**config.mk**
```make
export PLATFORM = sky130hd
export DESIGN_NAME = regfile_dump_reader
export DESIGN_NICKNAME = d
export VERILOG_FILES = /design/src/rtl/regfile_dump_reader.sv
export SDC_FILE = /design/constraint.sdc
export NUM_CORES = 1
export LEC_CHECK = 0
export CAP_MARGIN = 20
export CORE_MARGIN = 2
export CORE_UTILIZATION = 51
export DETAILED_ROUTE_END_ITERATION = 7
export HOLD_SLACK_MARGIN = 0.06
export PLACE_DENSITY = 0.92
export SETUP_SLACK_MARGIN = 0.1
export SYNTH_ARGS = -nofsm -noshare
export SYNTH_HDL_FRONTEND = slang
export SYNTH_SLANG_ARGS = --single-unit
```
**constraint.sdc**
```tcl
create_clock -name clk -period 4 [get_ports clk]
set_input_delay 0.8 -clock clk [delete_from_list [all_inputs] [get_ports clk]]
set_output_delay 0.8 -clock clk [all_outputs]
set_load 0.01 [all_outputs]
```
**src/rtl/regfile_dump_reader.sv**
```systemverilog
// Register-file dump engine: walks an index range through a borrowed read port,
// streams {idx, data} beats over valid/ready and accumulates a wrapping checksum.
module regfile_dump_reader #(
  parameter int NUM_REGS = 32,
  parameter int ADDR_W   = 5,
  parameter int DATA_W   = 64
) (
  input  logic              clk,
  input  logic              rst_n,
  input  logic              start,
  input  logic [ADDR_W-1:0] first_idx,
  input  logic [ADDR_W-1:0] last_idx,
  input  logic              abort,
  output logic              rd_req,
  input  logic              rd_gnt,
  output logic [ADDR_W-1:0] rd_addr,
  input  logic [DATA_W-1:0] rd_data,
  output logic              out_valid,
  input  logic              out_ready,
  output logic [ADDR_W-1:0] out_idx,
  output logic [DATA_W-1:0] out_data,
  output logic              busy,
  output logic              done,
  output logic              err,
  output logic [DATA_W-1:0] checksum
);
  typedef enum logic [1:0] {IDLE, READ, SEND, DONE} state_e;

  state_e            state_q, state_d;
  logic [ADDR_W-1:0] cur_addr_q, cur_addr_d;
  logic [ADDR_W-1:0] last_q, last_d;
  logic [ADDR_W-1:0] out_idx_q, out_idx_d;
  logic [DATA_W-1:0] out_data_q, out_data_d;
  logic [DATA_W-1:0] checksum_q, checksum_d;
  logic              err_q, err_d;
  logic              range_bad;

  assign range_bad = (first_idx > last_idx) || (int'(last_idx) >= NUM_REGS);

  always_comb begin
    state_d    = state_q;
    cur_addr_d = cur_addr_q;
    last_d     = last_q;
    out_idx_d  = out_idx_q;
    out_data_d = out_data_q;
    checksum_d = checksum_q;
    err_d      = err_q;
    // abort wins over everything and freezes checksum/err where they are
    if (abort && state_q != IDLE) begin
      state_d = IDLE;
    end else begin
      case (state_q)
        IDLE: if (start) begin
          last_d     = last_idx;
          cur_addr_d = first_idx;
          checksum_d = '0;
          err_d      = range_bad;
          state_d    = range_bad ? DONE : READ;
        end
        READ: if (rd_gnt) begin
          out_data_d = rd_data;
          out_idx_d  = cur_addr_q;
          checksum_d = checksum_q + rd_data;
          state_d    = SEND;
        end
        SEND: if (out_ready) begin
          if (cur_addr_q == last_q) begin
            state_d = DONE;
          end else begin
            cur_addr_d = cur_addr_q + 1'b1;
            state_d    = READ;
          end
        end
        DONE:    state_d = IDLE;
        default: state_d = IDLE;
      endcase
    end
  end

  always_ff @(posedge clk or negedge rst_n) begin
    if (!rst_n) begin
      state_q    <= IDLE;
      cur_addr_q <= '0;
      last_q     <= '0;
      out_idx_q  <= '0;
      out_data_q <= '0;
      checksum_q <= '0;
      err_q      <= 1'b0;
    end else begin
      state_q    <= state_d;
      cur_addr_q <= cur_addr_d;
      last_q     <= last_d;
      out_idx_q  <= out_idx_d;
      out_data_q <= out_data_d;
      checksum_q <= checksum_d;
      err_q      <= err_d;
    end
  end

  assign rd_req    = (state_q == READ);
  assign rd_addr   = (state_q == READ) ? cur_addr_q : '0;
  assign out_valid = (state_q == SEND);
  assign out_idx   = out_idx_q;
  assign out_data  = out_data_q;
  assign busy      = (state_q != IDLE);
  assign done      = (state_q == DONE);
  assign err       = err_q;
  assign checksum  = checksum_q;
endmodule

```
==> flow_summary.ini <==
[route]
drtAntennaViolNets = 0
vias = 9714
routedWlPerCell_um = 18.02
drc = 0
drtIter0Drc = 786
via_per_inst = 5.909
wl_mm = 29.63
dr.pass1.iters = 7

[floorplanning]
initial_core_util_pct = 51.51
die-width_um = 140.8
coreArea_mm2 = 0.01852
die-area_mm2 = 0.01981
ios = 223
die_y_um = 140.8
rows = 50

[worst_setup_path]
worstSetupStartpointType = primary input
cp-end-kind = flop
critPathMaxFanout = 4
rrSetupSlack_ns = 0.69
crit_end = checksum[58]
crit-reg2reg-launch = checksum[0]
cp.arrival_ns = 4.08
cp.buffers_inverters = 2
cp.depth = 14
critical-path-max-stage-delay_ns = 0.53
crit_start = rd_data[0]
crit_type = in2reg
crit_required_ns = 4.32
path_cells = clkdlybuf4s50_1, ha_1, inv_1, fa_1, and2b_1, o2111ai_1, a32oi_2, a21oi_2, or4_4, nand2_4, a21oi_2, o31ai_4, mux2i_1, nand2_1
slowest_stage = or4_4
r2r-end = checksum[58]
r2r_cells = 13
cp_common_cell = a21oi_2
cp_top_family = compound AO/OA/AOI/OAI gates

[grt]
grt_pass1_wl_mm = 47.80
grt_busiest_layer = met2
grt_pass1_vias = 9559
grtUsageTotal_pct = 29.77
antenna_found_initial = 0
grt_overflow = 0
met3_usage_pct = 4.925
met2_usage_pct = 49.83
grt_max_degree = 77
met1_usage_pct = 37.85

[synth]
yosys.area.top_type = dfrtp_1
ys_top_cells_by_area = dfrtp_1 38%, nand2_1 13%, ha_1 9.1%, o21ai_0 5.0%, a21oi_1 4.5%
yosys_most_used_dff = dfrtp_1
synth_cells = 1175
ys_seq_elements = 146
netlist_area_mm2 = 0.009538
synth_most_common_cell = nand2_1
post_synth_num_cell_types = 67
synth_seq_area_share_pct = 38.31
yosysTopAreaCellShare_pct = 38.31
syn_area_per_cell_um2 = 8.117
ys_top_cells_by_count = 332 x nand2_1, 146 x dfrtp_1, 96 x o21ai_0
async_reset_ff_share_pct = 100.0
synth_warnings = 0
synthesis.nets = 1325
synth-edff-count = 0

[timing]
finalCritPeriodShare_pct = 93.88
worst_pin_slew_ns = 0.7292
relSlewSlack_pct = 51.39
max_freq_ghz = 0.2663
skew_ns = 0.008303
post-route-min-period_ns = 3.755
setup_viol = 0
rsz0062_at_grt = no
hold_violations = 0
slew_violations = 0

[finish]
fin_nets = 1546
fillers = 1392
multi_input_area_mm2 = 0.005569
drive_above_1_share_pct = 6.529
postLayoutCellArea_mm2 = 0.01279
syn2layout_area_growth_pct = 34.07
seq_area_mm2 = 0.003654

[clock_network]
cts_buffer_depth = 2
clk_pin_slew_ns = 0.07
root_buffer = clkbuf_16
cts_buffers = 17
cts_max_level = 4
cts_tree = built
clock_sinks = 146
clkLatencyLatePin_ns = 0.44

[power]
ir_drop_mv = 0.4227
power_uw = 10450
p_leak_uw = 0.006023
p_per_area_mw_per_mm2 = 817.1

[placed_design]
dp_hpwl_mm = 21.37
routabilityCongestion = 0.9596
postPlaceCellArea_mm2 = 0.01214
port_buffers = 222

[outcome]
status = completed

[run]
maxCapViolCount = 0

[min_path]
hold_path.class = in2async
==> state kept, by name (all words and copies together) (netlist names) <==
register    flops
out_data       64
out_idx         5
cur_addr_q      5
checksum       64
err             1
state_q         2
last_q          5
==> stage by stage <==
stage | hold WS [ns] | utilization [%] | TNS [ns] | std cells | setup slack [ns]
after floorplan | 0.4689 | - | 0 | 1175 | 0.5244
after global placement | 0.4565 | 65.58 | -0.2095 | 1609 | -0.08306
after detailed placement | 0.4617 | 65.58 | -1.010 | 1609 | -0.1774
after CTS | 0.4237 | 68.86 | 0 | 1641 | 0.2415
after global routing | 0.4477 | 69.04 | 0 | 1643 | 0.1045
final | 0.3742 | 69.05 | 0 | 1644 | 0.2446
==> power breakdown <==
group	internal, uW	total [uW]	switching, uW
Clock	986	1680	697
Sequential	2150	2680	530
Combinational	2850	6090	3240
Total	5980	10400	4460
==> worst min path at each step <==
stage / to / slack (ns)
floorplan: last_q[2] / 0.47
detailed placement: out_data[31] / 0.46
global route: out_data[45] / 0.45
global placement: out_data[60] / 0.46
CTS: checksum[43] / 0.42
finish: out_data[45] / 0.37
==> timing repair <==
| action | in CTS | in global routing |
|---|---|---|
| gates resized for setup | 0 | 1 |
| setup buffers | 0 | 1 |
| setup endpoints to repair | 0 | 2 |
| hold buffers | 0 | 0 |
==> layer usage <==
metal / part of all wire, % / vias up
met2: 48 / 474
met4: 3.9 / 0
met1: 41 / 4613
li1: - / 4519
met5: 0 / -
met3: 7.3 / 108
==> layout by cell type, fill, tap and decap left out, drive strengths merged, types with 3 or more instances in the layout <==
cell type and count:
bufinv 3, clkdlybuf4s50 221, nand4 18, a211oi 5, nand2 333, a311oi 3
dfrtp 146, o31ai 7, o22a 5, nand2b 5, inv 34, nand3 19
a31oi 12, xnor2 34, mux2i 4, nor3 11, xor2 27, o21bai 15
and2 12, o21a 4, nor2b 9, clkinv 7, a21boi 4, o2111ai 4
a22o 5, ha 69, clkbuf 17, nor2 52, buf 39, a21o 33
a21oi 88, o21ai 102, o211ai 8, and3 14, nor4 4
==> cell type report <==
| class | instances | area share, % |
|---|---|---|
| sequential | 146 | 28.57 |
| antenna | 1 | 0.01957 |
| timing repair buffer | 260 | 19.91 |
| tap | 234 | 2.290 |
| clock inverter | 15 | 1.419 |
| multi-input combinational | 940 | 43.55 |
| clock buffer | 17 | 3.327 |
| inverter | 31 | 0.9100 |
==> kinds of logic (layout without fill, tap and decap cells) <==
logic type | after synthesis | in the layout | share of synthesized area, %
buffers and inverters | 89 | 323 | 3.542
and+or+nand+nor | 490 | 490 | 22.04
DFF | 146 | 146 | 38.31
other | 0 | 1 | 0
adders and majority gates | 70 | 70 | 9.261
muxes | 6 | 6 | 0.6559
AOI/OAI and AO/OA | 313 | 313 | 20.60
xor gates and xnor gates | 61 | 61 | 5.602
Power figures use the tool's default switching activity.
